**src/rtl/moore_seq_detect.sv**
```systemverilog
// moore_seq_detect: Moore detector of PATTERN on serial in (clk, reset_n, in, en, clear) -> out flag, saturating match_cnt, cnt_sat
module moore_seq_detect #(
  parameter int PAT_W = 4,
  parameter logic [PAT_W-1:0] PATTERN = 4'b1011,
  parameter bit OVERLAP = 1'b1,
  parameter int CNT_W = 8
) (
  input  logic             clk,
  input  logic             reset_n,
  input  logic             in,
  input  logic             en,
  input  logic             clear,
  output logic             out,
  output logic [CNT_W-1:0] match_cnt,
  output logic             cnt_sat
);
  localparam int SW = $clog2(PAT_W + 1);
  localparam logic [SW-1:0] FULL = SW'(PAT_W);
  function automatic int border();
    int r;
    logic ok;
    r = 0;
    for (int k = 1; k < PAT_W; k++) begin
      ok = 1'b1;
      for (int i = 0; i < PAT_W; i++)
        if (i < k && PATTERN[PAT_W-1-i] != PATTERN[k-1-i]) ok = 1'b0;
      if (ok) r = k;
    end
    return r;
  endfunction
  function automatic int trans(int s, logic b);
    int best;
    int j;
    logic ok;
    logic hb;
    best = 0;
    for (int k = 1; k <= PAT_W; k++) begin
      ok = k <= s + 1;
      for (int i = 0; i < PAT_W; i++)
        if (ok && i < k) begin
          j = s + 1 - k + i;
          hb = j == s ? b : PATTERN[PAT_W-1-j];
          if (hb != PATTERN[PAT_W-1-i]) ok = 1'b0;
        end
      if (ok) best = k;
    end
    return best;
  endfunction
  localparam int RESTART = OVERLAP ? border() : 0;
  logic [SW-1:0] t0 [2**SW];
  logic [SW-1:0] t1 [2**SW];
  for (genvar g = 0; g < 2**SW; g++) begin : g_tbl
    // full match restarts from the overlap prefix; unreachable encodings fall to 0
    localparam int S = g == PAT_W ? RESTART : (g > PAT_W ? 0 : g);
    assign t0[g] = g > PAT_W ? '0 : SW'(trans(S, 1'b0));
    assign t1[g] = g > PAT_W ? '0 : SW'(trans(S, 1'b1));
  end
  logic [SW-1:0] state, state_nxt;
  logic [CNT_W-1:0] cnt_nxt;
  always_ff @(posedge clk or negedge reset_n)
    if (!reset_n) begin
      state <= '0;
      match_cnt <= '0;
    end else begin
      state <= state_nxt;
      match_cnt <= cnt_nxt;
    end
  always_comb begin
    state_nxt = clear ? '0 : en ? (in ? t1[state] : t0[state]) : state;
    cnt_nxt = clear ? '0 : (en && state_nxt == FULL && !cnt_sat) ? match_cnt + 1'b1 : match_cnt;
  end
  always_comb begin
    out = state == FULL;
    cnt_sat = &match_cnt;
  end
endmodule

```
**config.mk**
```make
export PLATFORM = sky130hd
export DESIGN_NAME = moore_seq_detect
export DESIGN_NICKNAME = d
export VERILOG_FILES = /design/src/rtl/moore_seq_detect.sv
export SDC_FILE = /design/constraint.sdc
export NUM_CORES = 1
export LEC_CHECK = 0
export CORE_UTILIZATION = 41
export DETAILED_ROUTE_END_ITERATION = 7
export PLACE_DENSITY_LB_ADDON = 0.15
export SLEW_MARGIN = 20
export SYNTH_ARGS = -nofsm -noshare
export SYNTH_HDL_FRONTEND = slang
export SYNTH_SLANG_ARGS = --single-unit
```
**constraint.sdc**
```tcl
create_clock -name clk -period 1.6 [get_ports clk]
set_input_delay 0.24 -clock clk [delete_from_list [all_inputs] [get_ports clk]]
set_output_delay 0.24 -clock clk [all_outputs]
set_load 0.01 [all_outputs]
```
Word-level counts from Yosys, hierarchy flattened
Memories as Yosys holds them, arrays and structs flattened.
Cells that the tools add are included.
Storage, ports and cells
  output and inout port bits: 10
  memory bits (read-only): 48
  flip-flop bits (word level): 11
  memories: 2
Memory list
  (no name shown): words 8, width 3, read ports 1, clocked after Yosys merged registers in 0, wr ports 0, RTL line 69  | state_nxt = clear ? '0 : en ? (in ? t1[state] : t0[state]) : state;
  (no name shown): words 8, width 3, read ports 1, clocked after Yosys merged registers in 0, wr ports 0, RTL line 69
Cells by class
  equality and inequality tests: 2
  magnitude comparators: 1
  reduce and logical (&&, ||, !) cells: 5
  bitwise operators: 1
  add/subtract/negate cells: 1
  multiplexer cells: 9
Operators by type and width (count)
  $mux 3: 7
  $mux 8: 2
  $add 8x1->8 const B: 1
  $reduce_and 8->1: 1
  $eq 3x3->1 const B: 2
  $ge 4x4->1 const B: 1
  $not 3->4: 1
  $logic_and 1x1->1: 2
  $reduce_bool 2->1: 1
  $logic_not 1->1: 1

Depth between registers and ports, before layout
Gate-level depths: netlist of the first run.
  depth after elaboration: 12
  mapped depth: 6
  mapped depth without buffers: 5

Least setup slack after synthesis of the first run
OpenSTA, ideal clock, no wires.
  path type: register to register
  start: register match_cnt[0]
  end: register match_cnt[4]
  path buffers: 1
  stages on the path, launching flop included: 7
  data arrival time: 1484 ps
  setup slack: 38 ps
  path through: dfrtp_1 -> ha_1 -> nand3_1 -> o211ai_2 -> buf_6 -> or3_1 -> a21oi_1
Between the ends
  cells in the longest elaborated chain, start to end: 4
  elaborated cells between the ends (all ways): 7
RTL lines
  start: declaration: RTL line 14  | output logic [CNT_W-1:0] match_cnt,
  start signal: assignment: RTL line 66  | match_cnt <= cnt_nxt;
  branches (longest 4 deep; another with $add 8x1->8)
Several ways; the timed one is not identified. The select of a mux whose other input is x is not followed.
A chain may end at the register's enable or synchronous reset.

Worst setup path in the final report of the first run
  start: register state[0]
  end: register match_cnt[5]
Between the ends
  cells in the longest elaborated chain, start to end: 11
  elaborated cells between the ends (all ways): 14
RTL lines
  start: declaration: RTL line 58  | logic [SW-1:0] state, state_nxt;
  start signal: assignment: RTL line 65  | state <= state_nxt;
  $not 3->4 (implied by the code): RTL line 69
  $mem_v2 8x3
  $mux 3 (implied by the code) (2 in series): RTL line 69
  $mux 3: RTL line 69
  $mux 3 * (2 in series): RTL line 69
  $eq 3x3->1 *: RTL line 70  | cnt_nxt = clear ? '0 : (en && state_nxt == FULL && !cnt_sat) ? match_cnt + 1'b1 : match_cnt;
  $logic_and 1x1->1 * (2 in series): RTL line 70
  $reduce_bool 2->1 (no line) *
Every way passes the cells marked *; elsewhere a longest branch is shown, timed or not. The select of a mux whose other input is x is not followed.

==> results of run 1 <==
[report_power, final]
group          switching [uW]  internal (uW)  total, uW  leakage, uW
clock                    98.6           96.6        195    0.0000150
combinational            19.2           18.5       37.7     0.000240
sequential               3.37            280        283     0.000153
total                     121            395        516     0.000408
[synthesized netlist by cell type, types with 2 or more instances]
cell / number
sky130_fd_sc_hd__a21oi_1: 8
sky130_fd_sc_hd__nand2_1: 5
sky130_fd_sc_hd__o31ai_1: 3
sky130_fd_sc_hd__mux2i_1: 2
sky130_fd_sc_hd__inv_1: 3
sky130_fd_sc_hd__or3_1: 2
sky130_fd_sc_hd__nor2_1: 5
sky130_fd_sc_hd__nand3_1: 4
sky130_fd_sc_hd__dfrtp_1: 11
sky130_fd_sc_hd__o21ai_0: 3
sky130_fd_sc_hd__or4_1: 2
[layer usage]
metal / up-vias / part of all wire / track usage
met4: 0 / 0.011 / 0.07500
li1: 291 / - / -
met2: 17 / 0.52 / 0.3492
met1: 296 / 0.44 / 0.2759
met3: 2 / 0.036 / 0.05000
met5: - / 0 / 0
[cell usage in the layout, fill, tap and decap left out, types with 2 or more instances in the layout]
cell / n
sky130_fd_sc_hd__a21oi_1: 8
sky130_fd_sc_hd__buf_4: 13
sky130_fd_sc_hd__clkbuf_4: 3
sky130_fd_sc_hd__clkdlybuf4s50_1: 11
sky130_fd_sc_hd__dfrtp_1: 11
sky130_fd_sc_hd__inv_1: 3
sky130_fd_sc_hd__mux2i_1: 2
sky130_fd_sc_hd__nand2_1: 5
sky130_fd_sc_hd__nand3_1: 3
sky130_fd_sc_hd__nor2_1: 5
sky130_fd_sc_hd__o21ai_0: 3
sky130_fd_sc_hd__o31ai_1: 3
sky130_fd_sc_hd__or3_1: 2
sky130_fd_sc_hd__or4_1: 2
[cell families (layout without fill, tap and decap cells)]
logic type	count (synthesis)	in the layout	synth area share
fa+ha+maj	1	1	0.02074
mux	2	2	0.03320
compound gates	18	18	0.1909
simple gates	25	25	0.2407
buf+inv	5	34	0.04356
xor+xnor	1	1	0.01453
flops	11	11	0.4564
[stage by stage]
stage,total power (uW),cells,TNS (ns),util,instance area [um^2]
global route,535.8,107,-0.03955,0.6717,895.9
finish,516.0,107,0,0.6717,895.9
CTS,523.8,106,-0.01443,0.6492,865.8
detailed placement,324.5,102,-0.9422,0.6276,837.1
global placement,323.8,102,-0.7684,0.6276,837.1
floorplan,298.6,63,0,-,603.1
[sequential cells by signal, summed over array words and instances, names as in the netlist]
register / cells
state: 3
match_cnt: 8
[area by class of cell]
type	count	area [um^2]
tap	15	18.77
timing repair buffer	27	234.0
inverter	3	11.26
multi-input combinational	47	330.3
sequential	11	275.3
fill	114	437.9
clock buffer	4	26.28
[critical path, delay by kind of cell, from the launching register on]
kind / cells / cell delay, ns
simple gates: 2 / 0.78
compound gates: 2 / 0.26
flops: 1 / 0.45
[timing repair]
item,4_1_cts,5_1_grt
resized for setup,3,7
buffers inserted,0,1
setup endpoints to repair,4,5
pin swaps,0,0
[final timing paths]
path,start,end,slack [ns],depth (start not counted)
worst min register to register,match_cnt[7]$_DFFE_PN0P_,match_cnt[7]$_DFFE_PN0P_,0.56,1
worst max-delay path,state[0]$_DFF_PN0_,match_cnt[5]$_DFFE_PN0P_,0.04,4
min in group clk,match_cnt[7]$_DFFE_PN0P_,match_cnt[7]$_DFFE_PN0P_,0.56,1
worst max register to register,state[0]$_DFF_PN0_,match_cnt[5]$_DFFE_PN0P_,0.04,4
worst min-delay path,reset_n,match_cnt[5]$_DFFE_PN0P_,0.30,1
max in group asynchronous,reset_n,state[0]$_DFF_PN0_,0.97,1
==> reports/qor.txt, run 1 <==
WORST SETUP PATH
-------------------------------------------------------------------------------------
Critical path data required time .......................................      1.80 ns
Biggest fanout along the worst timing path .............................            8
Critical path launch point type ........................................         flop
Endpoint kind of the worst setup timing path ...........................         flop
Standard cell with the maximum stage delay on the critical path ........ sky130_fd_sc_hd__or4_1
Maximum cell stage delay along the critical path .......................      0.48 ns
Type of the setup path with the least slack ............................   reg -> reg
List of cells traversed by the critical path ........................... and4b_2 > o211ai_4 > or4_1 > a21oi_1
Arrival @ worst endpoint ...............................................      1.76 ns

TIMING
-------------------------------------------------------------------------------------
Max-Slew Margin vs Limit ...............................................       0.6678
Number of setup violations in the final report .........................            0
Final count of pins violating max slew .................................            0
Time the worst path needs with I/O delays and setup ....................     1.561 ns
WHS ....................................................................    0.2982 ns
Setup clock skew after layout ..........................................  0.001368 ns
Max Clock Freq .........................................................   0.6406 GHz
Count of endpoints failing hold in the final timing report .............            0
Final worst-path setup slack ...........................................   0.03906 ns
Setup repair after global routing missed its margin ....................          yes
Slew of the pin with the lowest slew margin ............................    0.4967 ns
Share of the clock period used by the worst path after layout ..........       0.9756

ROUTING
-------------------------------------------------------------------------------------
Count of routing violations after the opening detailed-route iteration .            8
Average routed wire per standard cell ..................................     14.31 um
Post-Route WL ..........................................................      1531 um
Remaining number of nets flagged by the antenna check after routing ....            0
DRT Pass-1 Iters .......................................................            4
Vias post-DR ...........................................................          606
Number of vias per cell ................................................        5.664
Residual DRC count .....................................................            0

GLOBAL ROUTE
-------------------------------------------------------------------------------------
Pin count of the biggest net entering global routing ...................           12
Overall routing resource usage .........................................       0.2148
Grt ovf ................................................................            0
Vias in the first global route .........................................          519
Global-route wire length before repair .................................      2228 um
Number of antenna violations at the first check in global routing ......            0

SYNTH
-------------------------------------------------------------------------------------
Post-Syn Nets ..........................................................           69
Cell taking the most area after synthesis .............................. sky130_fd_sc_hd__dfrtp_1
Async set or reset register ratio after synthesis ......................        1.000
Part of the Yosys area used for sequential elements ....................       0.4564
Mapped cell area .......................................................   603.1 um^2
Number of instances in the synthesized netlist .........................           63
Syn avg cell area ......................................................   9.573 um^2
Number of warnings printed during yosys synthesis ......................            0
Synth top area cells ................................................... sky130_fd_sc_hd__dfrtp_1, sky130_fd_sc_hd__a21oi_1, sky130_fd_sc_hd__o31ai_1, sky130_fd_sc_hd__mux2i_1, sky130_fd_sc_hd__nand3_1
FF+latch count, synth ..................................................           11
Number of different library cells in the post-synthesis netlist ........           26
Number of enable flip-flop cells after synthesis .......................            0
Main synth FF type ..................................................... sky130_fd_sc_hd__dfrtp_1
Share of the synthesized area in the top cell type .....................       0.4564

LAYOUT
-------------------------------------------------------------------------------------
Number of nets at the end of the flow ..................................           99
Antenna cell count .....................................................            0
Share of cells above drive strength 1 ..................................       0.2391
Growth of design area from synthesis to finish .........................       48.55%

FLOORPLANNING
-------------------------------------------------------------------------------------
Initial cell density of the core .......................................       0.4522
Area of the die ........................................................ 0.001628 mm^2
Ports placed on the boundary ...........................................           15
Overall die width ......................................................     40.35 um
Number of standard-cell rows in the floorplan ..........................           13
Core outline area ...................................................... 0.001334 mm^2
Vertical extent of the die .............................................     40.35 um

CLOCKING
-------------------------------------------------------------------------------------
# clock sinks ..........................................................           11
Source-to-sink clock delay at the later pin of the worst-skew pair .....      0.27 ns
Num CTS Buffers ........................................................            3
Worst-path clk slew ....................................................      0.07 ns
Number of levels the H-tree was split into .............................            1
Hold-fix buffer count after cts ........................................            0
Clk buf depth ..........................................................            2
CTS tree ...............................................................         done
Master cell of the clock root buffer ................................... sky130_fd_sc_hd__clkbuf_4

POWER
-------------------------------------------------------------------------------------
P_leak ................................................................. 0.0004079 uW
VDD IR-drop max ........................................................    0.4417 mV
Total power divided by cell area ....................................... 576.0 mW/mm^2

PLACED DESIGN
-------------------------------------------------------------------------------------
Post-Place Setup Slack .................................................   -0.2173 ns
Port buffer count ......................................................           14
Final RePlAce weighted congestion ......................................       0.7211
HPWL Detailed ..........................................................      1083 um

OUTCOME
-------------------------------------------------------------------------------------
Result of the run ...................................................... finished clean

HOLD PATH
-------------------------------------------------------------------------------------
Min-Delay Path Class ...................................................  in -> async

JOB
-------------------------------------------------------------------------------------
Count of maximum capacitance violations ................................            0

No activity file was read; power rests on OpenSTA's default activity.
==> inputs of run 2 (changes only) <==
CORE_UTILIZATION = 44   (was 41)
CTS_BUF_LIST = sky130_fd_sc_hd__clkbuf_4   (was not set)
clock period = 1.31 ns   (was 1.6 ns; I/O delays follow)
==> run 2 against run 1 <==
  * The run now ends with setup timing left
  * Worst hold slack worse by 0.093 ns
  * Final area rose by 14%
  * Sequential power rose by 22%
  * Via count increased by 13%
==> reports/qor.txt, run 2 (same netlist as run 1, synthesis figures left out) <==
OUTCOME
-------------------------------------------------------------------------------------
Result of the run ...................................................... complete, but fails checks
Failing checks ......................................................... setup timing

WORST SETUP PATH
-------------------------------------------------------------------------------------
Critical path launch point type ........................................         flop
Critical path data required time .......................................      1.52 ns
Maximum cell stage delay along the critical path .......................      0.48 ns
Standard cell with the maximum stage delay on the critical path ........ sky130_fd_sc_hd__or4_1
Arrival @ worst endpoint ...............................................      1.73 ns
Endpoint kind of the worst setup timing path ...........................         flop
Type of the setup path with the least slack ............................   reg -> reg
List of cells traversed by the critical path ........................... and4b_1 > o211ai_4 > or4_1 > a21oi_1
Biggest fanout along the worst timing path .............................            8
Setup slack of the worst register-to-register path .....................     -0.21 ns

PLACED DESIGN
-------------------------------------------------------------------------------------
Final RePlAce weighted congestion ......................................       0.7815
Port buffer count ......................................................           14
DP Area ................................................................   910.9 um^2
HPWL Detailed ..........................................................      1214 um

ROUTING
-------------------------------------------------------------------------------------
Post-Route WL ..........................................................      1900 um
DRT Pass-1 Iters .......................................................            4
Vias post-DR ...........................................................          683
Count of routing violations after the opening detailed-route iteration .           16
Average routed wire per standard cell ..................................     16.10 um
Number of vias per cell ................................................        5.788
Remaining number of nets flagged by the antenna check after routing ....            0
Residual DRC count .....................................................            0

LAYOUT
-------------------------------------------------------------------------------------
Layout Utilization .....................................................       0.8618
FF+latch area ..........................................................   275.3 um^2
Largest regs ........................................................... match_cnt x8, state x3
Final Cell Area ........................................................ 0.001022 mm^2
Area of combinational cells with multiple inputs .......................   362.8 um^2
Most frequent standard cell in the layout excluding fill and tap cells . sky130_fd_sc_hd__buf_4
Register with the most flip-flops ......................................    match_cnt
Growth of design area from synthesis to finish .........................       69.50%
Commonest cells after routing, fill and taps aside ..................... sky130_fd_sc_hd__buf_4, sky130_fd_sc_hd__dfrtp_1, sky130_fd_sc_hd__clkdlybuf4s15_1
Max FFs per register ...................................................            8
Number of nets at the end of the flow ..................................          111
Antenna cell count .....................................................            0
Number of filler instances in the final layout .........................           67
Share of cells above drive strength 1 ..................................       0.3942

TIMING
-------------------------------------------------------------------------------------
Slew of the pin with the lowest slew margin ............................    0.3024 ns
Number of setup violations in the final report .........................           11
Setup repair after global routing missed its margin ....................          yes
Setup TNS ..............................................................    -1.136 ns
Max-Slew Margin vs Limit ...............................................       0.7978
Time the worst path needs with I/O delays and setup ....................     1.519 ns
WHS ....................................................................    0.2048 ns
Max Clock Freq .........................................................   0.6585 GHz
Final count of pins violating max slew .................................            0
Share of the clock period used by the worst path after layout ..........        1.159
Final worst-path setup slack ...........................................   -0.2086 ns
Setup clock skew after layout ..........................................  0.005461 ns
Count of endpoints failing hold in the final timing report .............            0

FLOORPLANNING
-------------------------------------------------------------------------------------
Vertical extent of the die .............................................     39.02 um
Number of standard-cell rows in the floorplan ..........................           12
Core outline area ...................................................... 0.001186 mm^2
Initial cell density of the core .......................................       0.5084
Area of the die ........................................................ 0.001523 mm^2
Overall die width ......................................................     39.02 um
Ports placed on the boundary ...........................................           15

POWER
-------------------------------------------------------------------------------------
Total chip power .......................................................     678.4 uW
Total power divided by cell area ....................................... 663.6 mW/mm^2
P_leak ................................................................. 0.0004603 uW
VDD IR-drop max ........................................................    0.4672 mV

CLOCKING
-------------------------------------------------------------------------------------
Clk buf depth ..........................................................            2
Master cell of the clock root buffer ................................... sky130_fd_sc_hd__clkbuf_4
Hold-fix buffer count after cts ........................................            0
# clock sinks ..........................................................           11
Num CTS Buffers ........................................................            3
Source-to-sink clock delay at the later pin of the worst-skew pair .....      0.28 ns
Worst-path clk slew ....................................................      0.08 ns
Number of levels the H-tree was split into .............................            1
CTS tree ...............................................................         done

JOB
-------------------------------------------------------------------------------------
Count of maximum capacitance violations ................................            0

GLOBAL ROUTE
-------------------------------------------------------------------------------------
Number of antenna violations at the first check in global routing ......            0
Pin count of the biggest net entering global routing ...................           12
Grt ovf ................................................................            0
Vias in the first global route .........................................          702
Global-route wire length before repair .................................      3070 um
Overall routing resource usage .........................................       0.3127

HOLD PATH
-------------------------------------------------------------------------------------
Min-Delay Path Class ...................................................  in -> async

==> run 2: cell types whose count changed in the layout (fill, tap and decap cells not counted), sizes merged <==
cell           before  now
buf                13   27
clkdlybuf4s15       0    8
clkdlybuf4s50      11    4
clkbuf              5    4
dlygate4sd2         1    0
dlymetal6s2s        1    0
==> run 2: power breakdown <==
part	total (uW)	switching (uW)	internal (uW)
registers	344	2.11	342
logic	61.7	30.6	31.1
clock network	273	134	139
==> run 2: critical path: cells and delay by family, from the launching register on <==
family          cells  cell delay, ns
simple gates        2            0.77
flops               1            0.40
compound gates      2            0.28
==> run 2: stage by stage <==
stage	setup slack, ns	std cells
CTS	-0.1848	118
global placement	-0.4114	109
floorplan	-0.1665	63
detailed placement	-0.4674	109
global route	-0.2283	118
finish	-0.2086	118
==> run 2: path summary, 6_finish.rpt <==
check / to / cells after the start / from
min in group clk: state[2]$_DFF_PN0_ / 3 / en
min reg2reg: state[2]$_DFF_PN0_ / 2 / state[2]$_DFF_PN0_
max: match_cnt[5]$_DFFE_PN0P_ / 4 / state[1]$_DFF_PN0_
min: match_cnt[5]$_DFFE_PN0P_ / 2 / reset_n
max in group asynchronous: state[1]$_DFF_PN0_ / 2 / reset_n
max reg2reg: match_cnt[5]$_DFFE_PN0P_ / 4 / state[1]$_DFF_PN0_
==> run 2: per-layer routing <==
metal,wire (um),global-route usage,up-vias
li1,-,-,315
met1,750,0.3370,335
met2,1008,0.5667,27
met3,95,0.07514,6
met4,45,0.1379,0
met5,0,0,-
==> run 2: what timing repair did <==
item / 4_1_cts / 5_1_grt
endpoints found under the setup margin: 19 / 16
resized for setup: 23 / 10
pin swaps: 2 / 1
gates cloned: 0 / 0
setup buffers: 5 / 0
==> run 2: area by class of cell <==
cell class / count / share of cell area
well taps: 14 / 0.01714
clock buffers: 4 / 0.02938
repair buffers: 39 / 0.3182
multi-input cells: 47 / 0.3550
inverters: 3 / 0.01102
flip-flops and latches: 11 / 0.2693
==> inputs of run 3 (changes only) <==
HOLD_SLACK_MARGIN = 0.05   (was not set)
==> results of run 3 <==
The final DEF is identical to that of run 2; final timing and power are the same.
==> RTL edit, RTL diff (settings of run 2) <==
Change the parameter `OVERLAP` from 1'b1 to 1'b0.
--- a/src/rtl/moore_seq_detect.sv
+++ b/src/rtl/moore_seq_detect.sv
@@ -2,7 +2,7 @@
 module moore_seq_detect #(
   parameter int PAT_W = 4,
   parameter logic [PAT_W-1:0] PATTERN = 4'b1011,
-  parameter bit OVERLAP = 1'b1,
+  parameter bit OVERLAP = 1'b0,
   parameter int CNT_W = 8
 ) (
   input  logic             clk,
Check against the original RTL: not equivalent (a bounded check fails within 10 cycles, from zero or initial values and one cycle with reset_n low).
==> RTL edit against run 2 <==
The run still ends with negative setup slack left; final area rose by 0.73%; sequential cell count did not move; count of clock-buffer cells in the layout did not move; power fell by 1.3%; area after synthesis fell by 1.2%; fmax rose by 0.89%; critical path depth rose by 1; routed wire length rose by 5.8%; worst setup slack improved by 0.013 ns; synthesized cell count fell by 4.8%.
==> RTL edit: results (changes against run 2) <==
largestRegisters: "match_cnt (8), state (3)"
post_cts_resized: 27  # +17%
leakagePower_nw: 0.4714  # +2.4%
drt-wirelength-per-cell_um: 17.33  # +7.6%
synth_area_leaders: "dfrtp_1 46%, a21oi_1 6.7%, nor2_1 5.0%, xor2_1 4.4%, o211ai_4 3.6%"
post_cts_buffers: 7  # +2
fillers: 60  # -10%
via_count: 664  # -2.8%
synth.lib_cells_used.distinct: 24  # -7.7%
r2r_start: "match_cnt[0]"
drtIter0Drc: 20  # +4
p_sw_frac: 0.2353  # -0.01045
inv_count: 1  # -2
rr_endpoint: "match_cnt[7]"
pg_clk_mw: 0.261  # -4%
synthTopCellsByCount: "11 x dfrtp_1, 8 x a21oi_1, 8 x nor2_1"
gp_congestion: 0.7635  # -2.3%
status: "finished, violations left"
drive_above_1_share: 0.4608  # +0.06655
clock_cell_area_share: 0.02916  # -0.0002142
synthesis.nets: 66  # -4.3%
ys_ff_latch: 11  # unchanged
stdcell_count: 116  # -1.7%
ir_drop_v: 0.0007153  # +53%
grt_pass1_wl_um: 2884  # -6.1%
setup_violations: 10  # -1
whs_ns: 0.2173  # +0.01251 ns
arrival_ns: 1.70  # -0.03 ns
rr_worst_depth: 5  # +1
slowest_stage: "dfrtp_1"
buf_share: 0.3159  # -0.002321
tightest_slew_ns: 0.2787  # -0.02369 ns
multi_input_area_um2: 375.4  # +3.4%
placedCellCount: 104  # -4.6%
fin_skew_ns: 0.002384  # -0.003078 ns
power_frac_seq: 0.512  # +0.005
slowest_delay_ns: 0.41  # -0.07 ns
netlist_instances: 60  # -4.8%
setup_tns_ns: -1.098  # +0.03746 ns
grt_max_degree: 12  # unchanged
seq_area_frac: 0.2697  # +0.0004659
setup_ws_ns: -0.1952  # +0.01340 ns
violations: "negative setup slack"
-- RTL edit: layer usage --
layer,part of all wire,global-route usage
met3,0.047,0.06936
met5,0,0
met1,0.40,0.3370
met2,0.52,0.5042
met4,0.030,0.1810
-- RTL edit: through the flow --
step	area [um2]	total power [mW]	worst slack [ns]
finish	1030	0.6698	-0.1952
CTS	999.7	0.6644	-0.1726
global route	1030	0.6961	-0.2171
global placement	903.4	0.4001	-0.3640
detailed placement	903.4	0.4022	-0.4389
floorplan	621.8	0.3664	-0.1207
-- RTL edit: cells by family (layout without fill, tap and decap cells) --
| group | count (synthesis) | count (layout) | synth area share |
|---|---|---|---|
| buffers and inverters | 2 | 44 | 0.01259 |
| AO/OA/AOI/OAI | 16 | 16 | 0.1933 |
| multiplexers | 2 | 2 | 0.03361 |
| AND/OR/NAND/NOR | 25 | 25 | 0.2332 |
| adder cells (fa/ha/maj) | 1 | 1 | 0.02101 |
| flip-flops | 11 | 11 | 0.4622 |
| XOR/XNOR | 3 | 3 | 0.04413 |
